$ cat src/rtl/acc_pkg.sv
// Shared types and constants for the hash accelerator control unit.
package acc_pkg;

    localparam int unsigned ACC_ADDR_W  = 16;
    localparam int unsigned ACC_WORD_W  = 32;

    // Default memory map
    localparam logic [ACC_ADDR_W-1:0] ACC_HCB_START_ADDR = 16'h1000;
    localparam logic [ACC_ADDR_W-1:0] ACC_ACB_START_ADDR = 16'h5000;
    localparam logic [ACC_ADDR_W-1:0] ACC_ACB_H0_OFFSET  = 16'h0008;

    // Status word bit positions
    localparam int unsigned STATUS_START_BIT = 0;
    localparam int unsigned STATUS_DONE_BIT  = 1;
    localparam int unsigned STATUS_BUSY_BIT  = 2;

    // Status words written back by the unit
    localparam logic [ACC_WORD_W-1:0] STATUS_BUSY_WORD =
        (ACC_WORD_W'(1) << STATUS_START_BIT) | (ACC_WORD_W'(1) << STATUS_BUSY_BIT);
    localparam logic [ACC_WORD_W-1:0] STATUS_DONE_WORD =
        (ACC_WORD_W'(1) << STATUS_DONE_BIT);

    // WRITE_H0..WRITE_H7 and WRITE_DONE_BIT are consecutive so the
    // digest-write sequence advances by simple increment.
    typedef enum logic [3:0] {
        IDLE           = 4'd0,
        READ_MESSAGE   = 4'd1,
        WRITE_BUSY_BIT = 4'd2,
        INIT           = 4'd3,
        HASH           = 4'd4,
        WRITE_H0       = 4'd5,
        WRITE_H1       = 4'd6,
        WRITE_H2       = 4'd7,
        WRITE_H3       = 4'd8,
        WRITE_H4       = 4'd9,
        WRITE_H5       = 4'd10,
        WRITE_H6       = 4'd11,
        WRITE_H7       = 4'd12,
        WRITE_DONE_BIT = 4'd13
    } state_t;

    // Digest word index of a WRITE_Hi state (meaningless in other states).
    function automatic logic [2:0] h_index(input state_t s);
        return 3'(4'(s) - 4'(WRITE_H0));
    endfunction

endpackage

$ cat src/rtl/acc_hash_counter.sv
// Counts cycles spent in the HASH state; done flags the final HASH cycle.
module acc_hash_counter #(
    parameter int unsigned HASH_CYCLE_COUNT = 65
) (
    input  logic clk,
    input  logic rst,
    input  logic clear,
    input  logic enable,
    output logic done
);

    localparam int unsigned CNT_W = $clog2(HASH_CYCLE_COUNT + 1);

    logic [CNT_W-1:0] r_count;

    // Cycle counter: cleared on reset or clear, advances while enabled
    always_ff @(posedge clk) begin
        if (rst || clear) begin
            r_count <= '0;
        end else if (enable) begin
            r_count <= r_count + CNT_W'(1);
        end
    end

    assign done = enable && (r_count == CNT_W'(HASH_CYCLE_COUNT - 1));

endmodule

$ cat src/rtl/acc_control_unit.sv
// Hash accelerator control unit: snoops CPU writes for a START command,
// sequences message read, busy flag, hash run, digest write-back and done flag.
// Optional macro ACC_CU_ASSERT_EN compiles in protocol/state assertions.
module acc_control_unit
    import acc_pkg::*;
#(
    parameter int unsigned MEM_LISTEN_ADDR_SIZE    = 16,
    parameter int unsigned MEM_LISTEN_DATA_SIZE    = 32,
    parameter int unsigned MEM_ACC_READ_ADDR_SIZE  = 16,
    parameter int unsigned MEM_ACC_READ_DATA_SIZE  = 512,
    parameter int unsigned MEM_ACC_WRITE_ADDR_SIZE = 16,
    parameter int unsigned MEM_ACC_WRITE_DATA_SIZE = 32,
    parameter logic [15:0] HCB_START_ADDR          = ACC_HCB_START_ADDR,
    parameter logic [15:0] ACB_START_ADDR          = ACC_ACB_START_ADDR,
    parameter logic [15:0] ACB_H0_OFFSET           = ACC_ACB_H0_OFFSET,
    parameter int unsigned HASH_RESULT_LENGTH      = 256,
    parameter int unsigned HASH_CYCLE_COUNT        = 65
) (
    input  logic                               clk,
    input  logic                               rst,
    input  logic                               mem_listen_en,
    input  logic [MEM_LISTEN_ADDR_SIZE-1:0]    mem_listen_addr,
    input  logic [MEM_LISTEN_DATA_SIZE-1:0]    mem_listen_data,
    output logic                               mem_acc_read_en,
    output logic [MEM_ACC_READ_ADDR_SIZE-1:0]  mem_acc_read_addr,
    input  logic                               mem_acc_read_data_valid,
    input  logic [MEM_ACC_READ_DATA_SIZE-1:0]  mem_acc_read_data,
    output logic                               mem_acc_write_en,
    output logic [MEM_ACC_WRITE_ADDR_SIZE-1:0] mem_acc_write_addr,
    output logic [MEM_ACC_WRITE_DATA_SIZE-1:0] mem_acc_write_data,
    input  logic                               mem_acc_write_done,
    input  logic [HASH_RESULT_LENGTH-1:0]      cm_out,
    output logic                               ms_init,
    output logic                               ms_enable,
    output logic                               cm_init,
    output logic                               cm_enable
);

    state_t       curr_state;
    logic         w_trigger;
    logic         w_hash_done;
    logic [2:0]   w_h_idx;
    logic [7:0]   w_h_base;
    logic [15:0]  w_h_addr;
    logic [31:0]  w_h_word;
    logic         w_unused;

    // The message block itself is consumed by the datapath, not here
    assign w_unused = ^{mem_acc_read_data, mem_listen_data[MEM_LISTEN_DATA_SIZE-1:1]};

    assign w_trigger = mem_listen_en
                    && (mem_listen_addr == MEM_LISTEN_ADDR_SIZE'(ACB_START_ADDR))
                    && mem_listen_data[STATUS_START_BIT];

    assign w_h_idx  = h_index(curr_state);
    assign w_h_base = {w_h_idx, 5'd0};
    assign w_h_addr = ACB_START_ADDR + ACB_H0_OFFSET + {8'd0, w_h_base};
    assign w_h_word = cm_out[w_h_base +: 32];

    acc_hash_counter #(
        .HASH_CYCLE_COUNT (HASH_CYCLE_COUNT)
    ) u_hash_counter (
        .clk    (clk),
        .rst    (rst),
        .clear  (curr_state == INIT),
        .enable (curr_state == HASH),
        .done   (w_hash_done)
    );

    // State sequencing; each request state waits for its completion strobe
    always_ff @(posedge clk) begin
        if (rst) begin
            curr_state <= IDLE;
        end else begin
            case (curr_state)
                IDLE:           if (w_trigger)               curr_state <= READ_MESSAGE;
                READ_MESSAGE:   if (mem_acc_read_data_valid) curr_state <= WRITE_BUSY_BIT;
                WRITE_BUSY_BIT: if (mem_acc_write_done)      curr_state <= INIT;
                INIT:                                        curr_state <= HASH;
                HASH:           if (w_hash_done)             curr_state <= WRITE_H0;
                WRITE_H0, WRITE_H1, WRITE_H2, WRITE_H3,
                WRITE_H4, WRITE_H5, WRITE_H6, WRITE_H7:
                    if (mem_acc_write_done) curr_state <= state_t'(4'(curr_state) + 4'd1);
                WRITE_DONE_BIT: if (mem_acc_write_done)      curr_state <= IDLE;
                default:                                     curr_state <= IDLE;
            endcase
        end
    end

    // Moore output decode from the state register; digest words pass straight through
    always_comb begin
        mem_acc_read_en    = 1'b0;
        mem_acc_read_addr  = '0;
        mem_acc_write_en   = 1'b0;
        mem_acc_write_addr = '0;
        mem_acc_write_data = '0;
        ms_init            = 1'b0;
        ms_enable          = 1'b0;
        cm_init            = 1'b0;
        cm_enable          = 1'b0;
        case (curr_state)
            READ_MESSAGE: begin
                mem_acc_read_en   = 1'b1;
                mem_acc_read_addr = MEM_ACC_READ_ADDR_SIZE'(HCB_START_ADDR);
            end
            WRITE_BUSY_BIT: begin
                mem_acc_write_en   = 1'b1;
                mem_acc_write_addr = MEM_ACC_WRITE_ADDR_SIZE'(ACB_START_ADDR);
                mem_acc_write_data = MEM_ACC_WRITE_DATA_SIZE'(STATUS_BUSY_WORD);
            end
            INIT: begin
                ms_init = 1'b1;
                cm_init = 1'b1;
            end
            HASH: begin
                ms_enable = 1'b1;
                cm_enable = 1'b1;
            end
            WRITE_H0, WRITE_H1, WRITE_H2, WRITE_H3,
            WRITE_H4, WRITE_H5, WRITE_H6, WRITE_H7: begin
                mem_acc_write_en   = 1'b1;
                mem_acc_write_addr = MEM_ACC_WRITE_ADDR_SIZE'(w_h_addr);
                mem_acc_write_data = MEM_ACC_WRITE_DATA_SIZE'(w_h_word);
            end
            WRITE_DONE_BIT: begin
                mem_acc_write_en   = 1'b1;
                mem_acc_write_addr = MEM_ACC_WRITE_ADDR_SIZE'(ACB_START_ADDR);
                mem_acc_write_data = MEM_ACC_WRITE_DATA_SIZE'(STATUS_DONE_WORD);
            end
            default: ;
        endcase
    end

`ifdef ACC_CU_ASSERT_EN
    int unsigned r_hash_dwell;

    // Independent HASH dwell tracker used only by the checks below
    always_ff @(posedge clk) begin
        if (rst || (curr_state != HASH)) begin
            r_hash_dwell <= 0;
        end else begin
            r_hash_dwell <= r_hash_dwell + 1;
        end
    end

    a_rw_exclusive: assert property (@(posedge clk) disable iff (rst)
        !(mem_acc_read_en && mem_acc_write_en));

    a_hash_dwell: assert property (@(posedge clk) disable iff (rst)
        (curr_state == HASH) |-> (w_hash_done == (r_hash_dwell == HASH_CYCLE_COUNT - 1)));

    a_legal_state: assert property (@(posedge clk) disable iff (rst)
        curr_state inside {IDLE, READ_MESSAGE, WRITE_BUSY_BIT, INIT, HASH,
                           WRITE_H0, WRITE_H1, WRITE_H2, WRITE_H3,
                           WRITE_H4, WRITE_H5, WRITE_H6, WRITE_H7, WRITE_DONE_BIT});
`endif

endmodule

$ cat config.mk
export PLATFORM = sky130hd
export DESIGN_NAME = acc_control_unit
export DESIGN_NICKNAME = d
export VERILOG_FILES = /design/src/rtl/acc_pkg.sv /design/src/rtl/acc_hash_counter.sv /design/src/rtl/acc_control_unit.sv
export SDC_FILE = /design/constraint.sdc
export NUM_CORES = 1
export LEC_CHECK = 0
export BUFFER_PORTS_ARGS = -buffer_cell sky130_fd_sc_hd__buf_2
export CAP_MARGIN = 20
export CORE_AREA = 2 2 343 345
export CTS_BUF_LIST = sky130_fd_sc_hd__clkbuf_16
export CTS_CLUSTER_DIAMETER = 100
export DETAILED_ROUTE_END_ITERATION = 12
export DIE_AREA = 0 0 345 347
export PLACE_DENSITY_LB_ADDON = 0.1
export SLEW_MARGIN = 40
export SYNTH_ARGS = -nofsm -noshare
export SYNTH_HDL_FRONTEND = slang
export SYNTH_SLANG_ARGS = --single-unit
$ cat constraint.sdc
create_clock -name clk -period 3.85 [get_ports clk]
set_input_delay 0.77 -clock clk [delete_from_list [all_inputs] [get_ports clk]]
set_output_delay 0.77 -clock clk [all_outputs]
set_load 0.05 [all_outputs]
Word level (Yosys, flattened, before mapping)
Cells that the tools add are included.
{ "totals": {"reg_bits": 11, "input_bits": 821, "out_inout_bits": 70} }
{ "classes": {"add_sub_neg": 4, "eq_ne": 21, "shifts": 1, "n_mux": 14, "reduce_logical": 9} }
{ "ops": {"columns": ["cell", "count"], "rows": [
  ["$shiftx A256 B9 Y32", 1],
  ["$pmux W32 S3", 1],
  ["$pmux W16 S2", 1],
  ["$pmux W4 S7", 1],
  ["$eq A4 B4 Y1 const B", 6],
  ["$mux W4", 6],
  ["$add A15 B8 Y16 const A", 1],
  ["$eq A16 B15 Y1 const B", 1],
  ["$eq A4 B3 Y1 const B", 4],
  ["$mux W13", 1],
  ["$ne A2 B2 Y1 const B", 6],
  ["$reduce_or A10 Y1", 1],
  ["$eq A4 B2 Y1 const B", 2],
  ["$reduce_or A8 Y1", 1],
  ["$add A7 B1 Y7 const B", 1],
  ["$eq A7 B7 Y1 const B", 1],
  ["$reduce_and A6 Y1", 1],
  ["$add A4 B1 Y4 const B", 1],
  ["$eq A4 B1 Y1 const B", 1],
  ["$logic_not A4 Y1", 1],
  ["$mux W1", 4],
  ["$logic_and A1 B1 Y1", 3],
  ["$sub A3 B3 Y3 const B", 1],
  ["$reduce_or A2 Y1", 1],
  ["$logic_or A1 B1 Y1", 1]
]} }

Longest topological paths before layout
{ "logic_depth": {"word_depth": 5, "ltp_mapped": 12, "ltp_nobuf": 7} }

Modules after synthesis
A second synthesis with hierarchy kept.
{ "hier_totals": {"cells_unflattened": 328, "hier_area_um2": 3088.0} }
{ "modules_own_cells": {"columns": ["mod", "n_inst", "cells_each", "area_per_inst_um2"], "rows": [
  ["acc_control_unit", 1, 289, 2746.4],
  ["acc_hash_counter", 1, 39, 341.6]
]} }

Least setup slack after synthesis
No wires, ideal clock.
{ "synth_timing": {"path_kind": "reg-to-output", "start": "register curr_state[0]", "end": "output port mem_acc_write_data[11]", "arrival_ns": 2.892, "setup_slack_ns": 0.188, "path_stages_with_launch": 11, "path_buffers": 5, "path_cell_list": "dfxtp_1 clkbuf_2 buf_4 buf_4 inv_1 ha_1 buf_2 buf_1 mux4_2 nand2_1 a21oi_1"} }
{ "synth_via": {"elab_chain_cells": 3} }
{ "synth_lines": {"columns": ["element", "line_no", "text"], "rows": [
  ["start: declaration", "acc_control_unit.sv:39", "state_t curr_state;"],
  ["start signal: assignment", "acc_control_unit.sv:83", "if (mem_acc_write_done) curr_state <= state_t'(4'(curr_state) + 4'd1);"],
  ["$sub A3 B3 Y3, or another cell as far along", "acc_pkg.sv:44", "return 3'(4'(s) - 4'(WRITE_H0));"],
  ["$shiftx A256 B9 Y32 or $reduce_or A8 Y1 (tied branches)", "acc_control_unit.sv:58, acc_control_unit.sv:101", null],
  ["$pmux W32 S3 *", "acc_control_unit.sv:101", "case (curr_state)"],
  ["end: declaration", "acc_control_unit.sv:30", "output logic [MEM_ACC_WRITE_DATA_SIZE-1:0] mem_acc_write_data,"]
]} }
Every way passes the cells marked *; elsewhere a longest branch is shown, timed or not.

Final worst setup path
{ "layout_timing": {"start": "register curr_state[1]", "end": "output port mem_acc_write_data[2]"} }
Same word-level chain as after synthesis.

==> metrics.yaml <==
grt_antenna_before_repair: 2
run_status: "finished, final reports clean"
route.vias.total: 3888
ioPinCount: 891
synth_cell_types: 48
worst_ep_required_time_ns: 3.08
synth.cell_area_um2: 3090
power.ir.vdd_worst_mv: 0.320
final-max-slew-violation-count: 0
timing.max_cap.violations: 0
fmaxAchievable_mhz: 282
finalClockSkew_ns: 0.00326
finish_stage_setup_viols: 0
leakage_nw: 2.50
dp_hpwl_um: 21600
hold_path_depth: 2
inst_count_dp: 2152
clk_pin_slew_ns: 0.05
dieWidth_um: 345
track_usage: 0.0394
detailed_place.area_um2: 6710
stdcell_count: 2157
fin_crit_sh: 0.921
post_cts_hold_buffer_count: 0
clk-insertion-delay-late_ns: 0.24
reg2reg_path_depth: 7
drt_drc: 0
wire_length_of_the_first_global_routing_pass_um: 33700
post-route-min-period_ns: 3.55
setup-tns-final_ns: 0
cts_htree_levels: 1
first_global_vias: 4189
final_net_count: 1460
die-height_um: 347
post_synth_inst_count: 321
maxSlewHeadroom: 0.563
grt_setup_unrepaired: "no"
hold_path_class: "reg2reg"
path_class: "reg2out"
timing.critical_path.fanout_max: 16
syn_area_per_cell_um2: 9.63
overall_die_area_um2: 120000
detail_route.first_pass.iterations: 4
cts.path.max_buffers: 2
cts_tree: "yes"
detailed_route_wire_length_per_cell_um: 11.6
post_route_cells_drive_above_1_share: 0.669
placeableCoreArea_um2: 116000
finish.utilization: 0.0587
rows: 125
area_growth_from_synthesis_to_layout_pct: 120
p_per_area_nw_per_um2: 483
synth_seq_cells: 11
drt-initial-drc-count: 111
ant_nets: 0
worst_slew_pin_slew_ns: 0.655
routed_wl_um: 24900
seq_area_frac_synth: 0.0712
input_output_buffers: 322
finalHoldViolCount: 0
overflow: 0
start_kind: "flop"
ys.warnings.count: 0
vias_per_cell: 1.80
crit_arrival_ns: 2.78
cts_buffers: 3
initial_core_utilization: 0.0267
final_design_area_no_fill_um2: 6800
grt_start_max_net_pins: 67
setup.worst_path.end_class: "output port"
ctsRootBufferMaster: "clkbuf_16"
clock_sinks: 11
holdWs_ns: 0.519
finalWeightedCongestion: 0.677
## area by class of cell
class | instances | area, um2
fill | 13700 | 109000
timing repair buffer | 342 | 1960
antenna | 1 | 2.50
sequential | 11 | 224
multi-input combinational | 268 | 2600
tap | 1524 | 1910
inverter | 7 | 26.3
clock inverter | 1 | 5.00
clock buffer | 3 | 75.1
## metal layers
metal | routed length [um] | GRT usage
met1 | 11000 | 0.0503
met2 | 11900 | 0.0672
met3 | 1970 | 0.0113
met4 | 96 | 0.00456
met5 | 7 | 0
## through the flow
stage,setup WS (ns),power [mW]
2_1_floorplan,0.188,2.00
3_3_place_gp,0.292,3.31
3_5_place_dp,0.294,3.26
4_1_cts,0.00212,3.48
5_1_grt,0.0341,3.65
6_report,0.304,3.28
## report_power, final
group | internal [mW] | switching, mW
clock | 0.138 | 0.0582
combinational | 1.28 | 1.66
sequential | 0.128 | 0.0146
## cells in the mapped netlist (all sizes together)
cell type,instances,area share
nand2,66,0.080
mux4,64,0.47
buf,52,0.11
a21oi,33,0.053
nor2,13,0.016
dfxtp,11,0.071
o21ai,9,0.015
clkbuf,7,0.0089
inv,7,0.0085
ha,6,0.024
and3b,4,0.011
nand3,4,0.0065
nor4,4,0.013
xnor2,4,0.011
xor2,4,0.014
and2,3,0.0065
mux2i,3,0.0097
nor3,3,0.0049
and4,2,0.0057
o31ai,2,0.0049
a2111oi,1,0.0049
a211o,1,0.0032
a211oi,1,0.0024
a21boi,1,0.0024
a221oi,1,0.0049
a31o,1,0.0028
and2b,1,0.0024
conb,1,0.0012
nand3b,1,0.0024
nand4b,1,0.0028
nand4bb,1,0.0036
nor2b,1,0.0020
nor4b,1,0.0028
o21bai,1,0.0024
o311a,1,0.0032
o311ai,1,0.0028
o31a,1,0.0028
o32ai,1,0.0028
o41ai,1,0.0028
or2,1,0.0020
## path summary, 6_finish.rpt
path	startpoint	slack [ns]	end
max reg2reg	curr_state[0]	1.63	curr_state[2]
min reg2reg	u_hash_counter.r_count[6]	0.52	u_hash_counter.r_count[6]
min	u_hash_counter.r_count[6]	0.52	u_hash_counter.r_count[6]
max	curr_state[1]	0.30	mem_acc_write_data[2]
## cell usage in the layout, fill, tap and decap left out, drive strengths merged, types with 2 or more instances in the layout
master,Yosys,layout
nand2,66,66
mux2i,3,3
a21oi,33,33
nand3,4,4
conb,1,25
nor3,3,3
nor2,13,13
dfxtp,11,11
ha,6,6
xor2,4,4
and3b,4,4
mux4,64,64
clkbuf,7,3
o21ai,9,9
inv,7,7
xnor2,4,4
nor4,4,4
buf,52,342
o31ai,2,2
and4,2,2
and2,3,3
## timing repair
action	in CTS	in global routing
buffers inserted	0	0
endpoints found under the setup margin	0	2
resized for setup	0	2
## critical path, cell delays in order (launching register included)
cell and delay [ns]:
dfxtp_1 0.37, inv_1 0.13, ha_4 0.51, buf_4 0.28, mux4_2 0.35, mux2i_2 0.32, buf_4 0.20, o21ai_0 0.13
buf_12 0.19
## cells by family (layout without fill, tap and decap cells)
group / after synthesis / after routing / share of synthesized area
AO/OA/AOI/OAI: 56 / 56 / 0.110
XOR/XNOR: 8 / 8 / 0.0251
adder cells (fa/ha/maj): 6 / 6 / 0.0243
buffers and inverters: 66 / 353 / 0.130
flip-flops: 11 / 11 / 0.0712
multiplexers: 67 / 67 / 0.476
other: 1 / 26 / 0.00121
AND/OR/NAND/NOR: 106 / 106 / 0.162
## sequential cells by signal (all words and copies together) (netlist names)
register and count:
curr_state 4, u_hash_counter.r_count 7
(Power assumes the default switching activity.)
